File: src/rtl/kf8259_pkg.sv
// Shared encodings for the 8259 acknowledge/EOI path: ack-state enum, OCW2 commands,
// the 8080 CALL opcode and one-hot/index helpers.
package kf8259_pkg;

   typedef enum logic [1:0] {
      ACK_IDLE = 2'd0,
      ACK_1    = 2'd1,
      ACK_2    = 2'd2,
      ACK_3    = 2'd3
   } ack_state_e;

   // OCW2 {R, SL, EOI}
   localparam logic [2:0] OCW2_ROT_AEOI_CLR = 3'b000;
   localparam logic [2:0] OCW2_NS_EOI       = 3'b001;
   localparam logic [2:0] OCW2_NOP          = 3'b010;
   localparam logic [2:0] OCW2_SP_EOI       = 3'b011;
   localparam logic [2:0] OCW2_ROT_AEOI_SET = 3'b100;
   localparam logic [2:0] OCW2_ROT_NS_EOI   = 3'b101;
   localparam logic [2:0] OCW2_SET_PRI      = 3'b110;
   localparam logic [2:0] OCW2_ROT_SP_EOI   = 3'b111;

   localparam logic [7:0] CALL_OPCODE = 8'hCD;

   function automatic logic [2:0] onehot_to_index(input logic [7:0] oh);
      logic [2:0] idx;
      idx = '0;
      for (int i = 0; i < 8; i++) begin
         if (oh[i]) idx = 3'(i);
      end
      return idx;
   endfunction

   function automatic logic [7:0] index_to_onehot(input logic [2:0] idx);
      return 8'b0000_0001 << idx;
   endfunction

endpackage

File: src/rtl/kf8259_ocw2_decoder.sv
// Combinational OCW2 decode: turns {R,SL,EOI} plus level into a one-hot clear mask,
// an optional priority-rotate update and AEOI-rotate set/clear.
module kf8259_ocw2_decoder
   import kf8259_pkg::*;
(
   input  logic [2:0] cmd_i,
   input  logic [2:0] level_i,
   input  logic [7:0] highest_in_service_i,
   output logic [7:0] eoi_mask_o,
   output logic       rotate_valid_o,
   output logic [2:0] rotate_value_o,
   output logic       aeoi_rotate_set_o,
   output logic       aeoi_rotate_clr_o
);

   always_comb begin
      eoi_mask_o        = '0;
      rotate_valid_o    = 1'b0;
      rotate_value_o    = level_i;
      aeoi_rotate_set_o = 1'b0;
      aeoi_rotate_clr_o = 1'b0;
      case (cmd_i)
         OCW2_NS_EOI: eoi_mask_o = highest_in_service_i;
         OCW2_SP_EOI: eoi_mask_o = index_to_onehot(level_i);
         OCW2_ROT_NS_EOI: begin
            // Nothing in service means nothing cleared, so no rotation either.
            eoi_mask_o     = highest_in_service_i;
            rotate_valid_o = |highest_in_service_i;
            rotate_value_o = onehot_to_index(highest_in_service_i);
         end
         OCW2_ROT_SP_EOI: begin
            eoi_mask_o     = index_to_onehot(level_i);
            rotate_valid_o = 1'b1;
         end
         OCW2_SET_PRI:      rotate_valid_o    = 1'b1;
         OCW2_ROT_AEOI_SET: aeoi_rotate_set_o = 1'b1;
         OCW2_ROT_AEOI_CLR: aeoi_rotate_clr_o = 1'b1;
         default: ;
      endcase
   end

endmodule

File: src/rtl/kf8259_acknowledge_control.sv
// INTA sequencer and EOI/rotation control for the 8259 in-service register.
// Define KF8259_MODE_8080_EN to add the three-pulse 8080 CALL sequence (ACK3).
//
// state    | meaning
// ACK_IDLE | no acknowledge in progress
// ACK_1    | first INTA seen, level frozen, in-service set
// ACK_2    | second INTA: 8086 vector / 8080 low address byte
// ACK_3    | third INTA: 8080 high address byte (8080 build only)
module kf8259_acknowledge_control
   import kf8259_pkg::*;
(
   input  logic       clock,
   input  logic       reset,
   input  logic       ack_mode_8086,
   input  logic       auto_eoi,
   input  logic [4:0] vector_base,
   input  logic [2:0] address_low_base,
   input  logic [7:0] address_high,
   input  logic       ack_start,
   input  logic       ack_end,
   input  logic [7:0] interrupt_request,
   input  logic [7:0] highest_level_in_service,
   input  logic       ocw2_valid,
   input  logic [2:0] ocw2_cmd,
   input  logic [2:0] ocw2_level,
   output logic       latch_in_service,
   output logic [7:0] interrupt,
   output logic [7:0] end_of_interrupt,
   output logic [2:0] priority_rotate,
   output logic [7:0] vector_out,
   output logic       vector_oe,
   output logic       ack_busy
);

   ack_state_e state_q, state_d;
   logic       mode_8086_q, mode_8086_d;
   logic       auto_eoi_q, auto_eoi_d;
   logic [7:0] acked_q, acked_d;
   logic       spurious_q, spurious_d;
   logic       rot_aeoi_q, rot_aeoi_d;
   logic       latch_q, latch_d;
   logic [7:0] intr_q, intr_d;
   logic [7:0] eoi_q, eoi_d;
   logic [2:0] rotate_q, rotate_d;
   logic [7:0] vout_q, vout_d;
   logic       voe_q, voe_d;
   logic       aeoi_fire;
   logic       mode_in;
   logic [2:0] level;

   logic [7:0] dec_eoi_mask;
   logic       dec_rot_valid;
   logic [2:0] dec_rot_value;
   logic       dec_aeoi_set;
   logic       dec_aeoi_clr;

`ifdef KF8259_MODE_8080_EN
   assign mode_in = ack_mode_8086;
`else
   logic unused_8080;
   assign mode_in     = 1'b1;
   assign unused_8080 = ^{ack_mode_8086, address_low_base, address_high};
`endif

   assign level = onehot_to_index(acked_q);

   kf8259_ocw2_decoder u_ocw2_decoder (
      .cmd_i                (ocw2_cmd),
      .level_i              (ocw2_level),
      .highest_in_service_i (highest_level_in_service),
      .eoi_mask_o           (dec_eoi_mask),
      .rotate_valid_o       (dec_rot_valid),
      .rotate_value_o       (dec_rot_value),
      .aeoi_rotate_set_o    (dec_aeoi_set),
      .aeoi_rotate_clr_o    (dec_aeoi_clr)
   );

   always_comb begin
      state_d     = state_q;
      mode_8086_d = mode_8086_q;
      auto_eoi_d  = auto_eoi_q;
      acked_d     = acked_q;
      spurious_d  = spurious_q;
      rot_aeoi_d  = rot_aeoi_q;
      latch_d     = 1'b0;
      intr_d      = '0;
      rotate_d    = rotate_q;
      vout_d      = vout_q;
      voe_d       = voe_q;
      aeoi_fire   = 1'b0;
      case (state_q)
         ACK_IDLE: begin
            if (ack_start) begin
               state_d     = ACK_1;
               mode_8086_d = mode_in;
               auto_eoi_d  = auto_eoi;
               spurious_d  = (interrupt_request == 8'h00);
               // A spurious acknowledge behaves as level 7 but never touches in-service.
               acked_d     = (interrupt_request == 8'h00) ? 8'h80 : interrupt_request;
               latch_d     = (interrupt_request != 8'h00);
               intr_d      = interrupt_request;
               voe_d       = ~mode_in;
               vout_d      = mode_in ? 8'h00 : CALL_OPCODE;
            end
         end
         ACK_1: begin
            if (ack_start) begin
               state_d = ACK_2;
               voe_d   = 1'b1;
`ifdef KF8259_MODE_8080_EN
               vout_d  = mode_8086_q ? {vector_base, level} : {address_low_base, level, 2'b00};
`else
               vout_d  = {vector_base, level};
`endif
            end else if (ack_end) begin
               voe_d  = 1'b0;
               vout_d = '0;
            end
         end
         ACK_2: begin
`ifdef KF8259_MODE_8080_EN
            if (ack_start && !mode_8086_q) begin
               state_d = ACK_3;
               voe_d   = 1'b1;
               vout_d  = address_high;
            end else
`endif
            if (ack_end) begin
               voe_d  = 1'b0;
               vout_d = '0;
               if (mode_8086_q) begin
                  state_d   = ACK_IDLE;
                  aeoi_fire = auto_eoi_q && !spurious_q;
               end
            end
         end
`ifdef KF8259_MODE_8080_EN
         ACK_3: begin
            if (ack_end) begin
               voe_d     = 1'b0;
               vout_d    = '0;
               state_d   = ACK_IDLE;
               aeoi_fire = auto_eoi_q && !spurious_q;
            end
         end
`endif
         default: state_d = ACK_IDLE;
      endcase

      eoi_d = (aeoi_fire ? acked_q : 8'h00) | (ocw2_valid ? dec_eoi_mask : 8'h00);
      if (aeoi_fire && rot_aeoi_q) rotate_d = level;
      if (ocw2_valid) begin
         if (dec_rot_valid) rotate_d = dec_rot_value;
         if (dec_aeoi_set)  rot_aeoi_d = 1'b1;
         if (dec_aeoi_clr)  rot_aeoi_d = 1'b0;
      end
   end

   always_ff @(posedge clock) begin
      if (!reset) begin
         state_q     <= ACK_IDLE;
         mode_8086_q <= 1'b1;
         auto_eoi_q  <= 1'b0;
         acked_q     <= '0;
         spurious_q  <= 1'b0;
         rot_aeoi_q  <= 1'b0;
         latch_q     <= 1'b0;
         intr_q      <= '0;
         eoi_q       <= '0;
         rotate_q    <= 3'b111;
         vout_q      <= '0;
         voe_q       <= 1'b0;
      end else begin
         state_q     <= state_d;
         mode_8086_q <= mode_8086_d;
         auto_eoi_q  <= auto_eoi_d;
         acked_q     <= acked_d;
         spurious_q  <= spurious_d;
         rot_aeoi_q  <= rot_aeoi_d;
         latch_q     <= latch_d;
         intr_q      <= intr_d;
         eoi_q       <= eoi_d;
         rotate_q    <= rotate_d;
         vout_q      <= vout_d;
         voe_q       <= voe_d;
      end
   end

   assign latch_in_service = latch_q;
   assign interrupt        = intr_q;
   assign end_of_interrupt = eoi_q;
   assign priority_rotate  = rotate_q;
   assign vector_out       = vout_q;
   assign vector_oe        = voe_q;
   assign ack_busy         = (state_q != ACK_IDLE);

endmodule

File: config.mk
export PLATFORM = sky130hd
export DESIGN_NAME = kf8259_acknowledge_control
export DESIGN_NICKNAME = d
export VERILOG_FILES = /design/src/rtl/kf8259_pkg.sv /design/src/rtl/kf8259_ocw2_decoder.sv /design/src/rtl/kf8259_acknowledge_control.sv
export SDC_FILE = /design/constraint.sdc
export NUM_CORES = 1
export LEC_CHECK = 0
export BUFFER_PORTS_ARGS = -buffer_cell sky130_fd_sc_hd__buf_2
export CAP_MARGIN = 40
export CORE_ASPECT_RATIO = 1.4
export CORE_UTILIZATION = 40
export CTS_CLUSTER_SIZE = 16
export DETAILED_ROUTE_END_ITERATION = 12
export PLACE_DENSITY = 0.68
export SETUP_SLACK_MARGIN = 0.15
export SYNTH_ARGS = -nofsm -noshare
export SYNTH_HDL_FRONTEND = slang
export SYNTH_SLANG_ARGS = --single-unit
export TNS_END_PERCENT = 1
File: constraint.sdc
create_clock -name clock -period 2.1 [get_ports clock]
set_input_delay 0.21 -clock clock [delete_from_list [all_inputs] [get_ports clock]]
set_output_delay 0.21 -clock clock [all_outputs]
set_load 0.1 [all_outputs]
==> impl_metrics.json, run 1 <==
{
  "final-setup-viol-count": 0,
  "synth_area_leaders": "dfxtp_1 44%, nor2b_1 6.2%, nand2_1 6.0%, a21boi_0 5.5%, a22oi_1 5.5%",
  "ioPinCount": 75,
  "clockBufferDepth": 2,
  "insertion_delay_ps": 280,
  "fin_cells": 342,
  "layout_commonest_cell": "buf_2",
  "cts_setup_buffers": 0,
  "utilization": 0.513,
  "rows": 29,
  "grt_max_degree": 43,
  "grt_pass1_vias": 1616,
  "dieArea_um2": 5100,
  "viasPerCell": 5.10,
  "worst_pin_slew_ps": 598,
  "power_frac_comb": 0.234,
  "p_sw_uw": 583,
  "layout-drive-gt1-share": 0.264,
  "period_needed_ps": 1750,
  "drc": 0,
  "critical_path_class": "reg -> out",
  "die_w_um": 60.6,
  "first_iter_violations": 59,
  "fin_nets": 329,
  "multi_input_area_um2": 971,
  "netlist_area_um2": 1920,
  "cell_internal_pwr_mw": 1.20,
  "dpl.hpwl_um": 3230,
  "grt_first_pass_wirelength_um": 7070,
  "cellPowerDensity_nw_per_um2": 760,
  "path_clk_slew_ps": 70,
  "cts_sinks": 42,
  "yosys_warnings": 0,
  "p_leak_nw": 1.05,
  "worst_path_most_repeated_cell": "inv_1",
  "hold_path_class": "in -> reg",
  "ys_types": 40,
  "fin_setup_tns_ps": 0,
  "run_status": "completed",
  "skew_ps": 2.95,
  "regArea_um2": 841,
  "track_usage": 0.182,
  "initial_core_util": 0.421,
  "grt_overflow": 0,
  "max-cap-violations": 0,
  "p_sw_frac": 0.327,
  "clock_power_share": 0.283,
  "required_ps": 1890,
  "n_fill_cell": 454,
  "drt-pass1-iter-count": 4,
  "die_h_um": 84.1,
  "cts_tree": "done",
  "startpoint_type": "flop",
  "cpPeakStageDelay_ps": 420,
  "crit_chain": "inv_1 -> ha_1 -> inv_1 -> buf_2",
  "syn_to_final_growth_pct": 21.9,
  "relSlewSlack": 0.601,
  "clock.fmax_mhz": 571,
  "vias": 1743,
  "cts.repair.resized": 0,
  "critPathCaptureType": "primary output",
  "antenna_found_initial": 0,
  "hold_violations": 0,
  "ys_seq_area_frac": 0.437,
  "post-synth-top-area-fraction": 0.437,
  "crit_arrival_ps": 1540,
  "cts_root_buffer": "clkbuf_8",
  "placedCellCount": 336,
  "synth_cells": 223,
  "avgSynthCellArea_um2": 8.63,
  "synth-seq-cells": 42,
  "routed_wl_um": 4360,
  "syn_nets": 271,
  "rsz0062_at_grt": "false",
  "placeableCoreArea_um2": 4570,
  "antenna_left": 0,
  "fin_crit_sh": 0.834,
  "synth_top_area_cell": "dfxtp_1",
  "insertedDiodeCount": 0,
  "port_buffers": 62,
  "final_cell_mix": "62 x buf_2, 42 x dfxtp_1, 31 x nand2_1",
  "irDropWorstVdd_v": 0.000292,
  "path_max_fanout": 8,
  "h-tree-depth": 2,
  "power_mw": 1.78,
  "seqPwrFrac": 0.483,
  "hold_buffers": 0,
  "finalWeightedCongestion": 0.775,
  "drv_slew": 0,
  "rrSetupSlack_ps": 350,
  "cts_buffers": 5,
  "wl_per_cell_um": 12.7,
  "cp_slowest_cell": "buf_2"
}
[stage by stage]
stage	cell area (um2)	worst slack, ps	hold WS (ps)
CTS	2340	261	167
floorplan	1920	213	352
global placement	2260	311	453
finish	2350	350	172
global route	2350	228	167
detailed placement	2260	271	460
[area by class of cell]
type	instances	share of cell area
repair buffers	63	0.135
inverters	15	0.0240
well taps	62	0.0331
clock buffers	6	0.0352
multi-input cells	154	0.414
flip-flops and latches	42	0.358
[Yosys cell counts]
cell / n
o21a_1: 1
nor3_1: 1
a41oi_1: 1
nor4_2: 1
a211oi_1: 1
a22oi_1: 14
clkbuf_1: 7
nand3b_1: 1
o22ai_1: 6
a21boi_1: 1
nor2b_1: 19
o2111ai_1: 1
and2_4: 1
o41ai_1: 1
mux2_4: 1
mux2i_1: 2
o31ai_1: 1
and2_1: 2
nand3_1: 1
and3_1: 10
o32ai_1: 2
ha_1: 3
nand2b_1: 3
buf_2: 3
a21oi_1: 5
o311ai_0: 4
o221ai_1: 1
buf_6: 1
dfxtp_1: 42
nor2_1: 10
clkbuf_2: 1
nand2_1: 31
o21ai_0: 7
a31oi_1: 1
inv_1: 15
a21boi_0: 14
o211ai_2: 1
and4b_1: 1
o211ai_1: 3
or4_1: 2
[routing by layer]
layer | global-route usage | vias up | share of wire
met4 | 0.0764 | 0 | 0.017
met1 | 0.208 | 792 | 0.43
met5 | 0 | - | 0
li1 | - | 898 | -
met2 | 0.314 | 46 | 0.51
met3 | 0.0372 | 7 | 0.034
[critical path: cells and delay by family (launching register included)]
kind	cells	cell delay [ps]
adders and majority gates	1	270
DFF	1	390
buffers and inverters	3	590
[registers in the layout, summed over array words and instances, names as in the netlist, 2 cells and up]
name / flops
interrupt: 8
state_q: 2
end_of_interrupt: 8
acked_q: 8
priority_rotate: 3
vector_out: 8
[cell families (layout without fill, tap and decap cells)]
group                    after synthesis  count (layout)  share of synthesized area
AND/OR/NAND/NOR                       83              83                      0.224
flip-flops                            42              42                      0.437
buffers and inverters                 27              84                     0.0592
multiplexers                           3               3                     0.0182
AO/OA/AOI/OAI                         65              65                      0.243
adder cells (fa/ha/maj)                3               3                     0.0195
[power groups by stage]
stage,combinational [mW],sequential (mW),clock (mW)
after global placement,0.415,0.879,0
after floorplan,0.182,1.01,0
after CTS,0.418,0.862,0.514
after global routing,0.453,0.866,0.554
final,0.417,0.862,0.504
after detailed placement,0.417,0.880,0
[path summary, 6_finish.rpt]
kind                            cells after the start     startpoint            endpoint
worst min register to register                      2  vector_out[2]       vector_out[2]
worst max register to register                      7     state_q[0]  priority_rotate[1]
worst min-delay path                                3       auto_eoi          auto_eoi_q
worst max-delay path                                4     state_q[1]            ack_busy
No activity file was read; power rests on OpenSTA's default activity.
==> run 2: changes to the inputs <==
--- a/config.mk
+++ b/config.mk
@@ -11,7 +11,7 @@
 export CORE_UTILIZATION = 40
 export CTS_CLUSTER_SIZE = 16
 export DETAILED_ROUTE_END_ITERATION = 12
-export PLACE_DENSITY = 0.68
+export PLACE_DENSITY = 0.7
 export SETUP_SLACK_MARGIN = 0.15
 export SYNTH_ARGS = -nofsm -noshare
 export SYNTH_HDL_FRONTEND = slang
==> constraint.sdc (replaced) <==
create_clock -name clock -period 1.4 [get_ports clock]
set_input_delay 0.14 -clock clock [delete_from_list [all_inputs] [get_ports clock]]
set_output_delay 0.14 -clock clock [all_outputs]
set_load 0.1 [all_outputs]
==> run 2 against run 1 <==
The flow now finishes with violations (negative setup slack). Combinational power increased by 83%. Clock skew is 1.7 ps higher. Final cell count increased by 5.0%. Power grew 59%. Critical path type is now reg -> reg. Sequential power up 50%. Critical endpoint is now priority_rotate[1]. Highest routed layer unchanged.
==> impl_metrics.json, run 2 (synthesis gave the netlist of run 1 again) <==
{
  "cpLargestDelayFamily": "simple AND/OR/NAND/NOR gates",
  "grt_pass1_vias": 1721,
  "crit_arrival_ps": 1640,
  "clock_power_share": 0.277,
  "rows": 29,
  "fin_crit_sh": 1.06,
  "critical_path_class": "reg -> reg",
  "utilization": 0.580,
  "grt_overflow": 0,
  "final_cell_mix": "55 x buf_2, 40 x dfxtp_1, 23 x nand2_1",
  "timing.rr.start": "state_q[1]",
  "syn_to_final_growth_pct": 37.9,
  "rsz0062_at_grt": "true",
  "cpPeakStageDelay_ps": 380,
  "cp_slowest_cell": "dfxtp_4",
  "violations": "negative setup slack",
  "ioPinCount": 75,
  "drt-pass1-iter-count": 4,
  "placeableCoreArea_um2": 4570,
  "viasPerCell": 5.10,
  "grt_first_pass_wirelength_um": 7760,
  "required_ps": 1570,
  "first_iter_violations": 61,
  "cellPowerDensity_nw_per_um2": 1070,
  "dieArea_um2": 5100,
  "place_ws_ps": -122,
  "track_usage": 0.199,
  "cts_buffers": 5,
  "cell_internal_pwr_mw": 1.91,
  "path_clk_slew_ps": 80,
  "power_mw": 2.84,
  "irDropWorstVdd_v": 0.000496,
  "cts_tree": "done",
  "layout_setup_ws_ps": -77.2,
  "skew_ps": 4.66,
  "power_frac_comb": 0.268,
  "initial_core_util": 0.421,
  "worst_pin_slew_ps": 497,
  "p_sw_uw": 938,
  "die_w_um": 60.6,
  "final-setup-viol-count": 11,
  "fin_setup_tns_ps": -358,
  "layout-drive-gt1-share": 0.421,
  "max-cap-violations": 0,
  "hp-start": "auto_eoi",
  "layout_commonest_cell": "buf_2",
  "run_status": "complete, but fails checks",
  "critical_path_buf_inv_count": 0,
  "clockBufferDepth": 2,
  "cts_sinks": 42,
  "grt_max_degree": 20,
  "drv_slew": 0,
  "die_h_um": 84.1,
  "critPathCaptureType": "flop",
  "path_max_fanout": 4,
  "clock.fmax_mhz": 677,
  "seqPwrFrac": 0.455,
  "insertedDiodeCount": 0,
  "critical_path.startpoint": "state_q[1]",
  "antenna_found_initial": 0,
  "routed_wl_um": 4610,
  "insertion_delay_ps": 290,
  "dpl.hpwl_um": 3420,
  "cts_root_buffer": "clkbuf_8",
  "finalWeightedCongestion": 0.834,
  "hold_path_class": "in -> reg",
  "p_sw_frac": 0.330,
  "p_leak_nw": 1.13,
  "crit_chain": "ha_4 -> and4b_1 -> and2_4 -> mux2_4 -> nand2_2 -> o211ai_1",
  "hold_buffers": 0,
  "wl_per_cell_um": 12.8,
  "antenna_left": 0,
  "period_needed_ps": 1480,
  "startpoint_type": "flop",
  "drc": 0,
  "port_buffers": 62,
  "h-tree-depth": 2,
  "relSlewSlack": 0.671,
  "fin_nets": 344,
  "hold_violations": 0,
  "vias": 1830
}
-- run 2: cell type report --
class	instances	area [um2]
timing repair buffer	78	464
sequential	42	846
clock inverter	1	5.00
multi-input combinational	154	1110
clock buffer	7	86.3
fill	454	1920
inverter	15	60.1
tap	62	77.6
-- run 2: power groups by stage --
stage	clock network, mW	logic (mW)	registers [mW]
after CTS	0.804	0.726	1.29
after global routing	0.854	0.819	1.30
after detailed placement	0	0.706	1.32
after floorplan	0	0.293	1.52
after global placement	0	0.698	1.32
final	0.786	0.763	1.29
-- run 2: per-layer routing --
metal | vias up | wire length [um] | track usage
met5 | - | 0 | 0
met4 | 0 | 76 | 0.0785
met3 | 6 | 179 | 0.0341
met2 | 51 | 2470 | 0.339
met1 | 845 | 1890 | 0.238
li1 | 928 | - | -
-- run 2: what timing repair did --
item,4_1_cts,5_1_grt
cloned,0,0
pin swaps,10,20
setup endpoints to repair,42,48
resized for setup,15,32
endpoints found under the hold margin,0,0
setup buffers,1,0
-- run 2: path summary, 6_finish.rpt --
kind         cells after the start                 end  slack, ps
max reg2reg                      6  priority_rotate[1]        -80
min                              3          auto_eoi_q        100
max                              6  priority_rotate[1]        -80
min reg2reg                      2          spurious_q        460
-- run 2: worst min-delay path: stages --
cell      delay (ps)
buf_2            100
nand2_1           40
a21boi_0          60
-- run 2: stage by stage --
stage               cells  area (um2)  hold WS (ps)
finish                359        2650           100
global route          359        2650           118
CTS                   359        2560          93.8
detailed placement    350        2400           396
global placement      350        2400           395
floorplan             223        1950           282
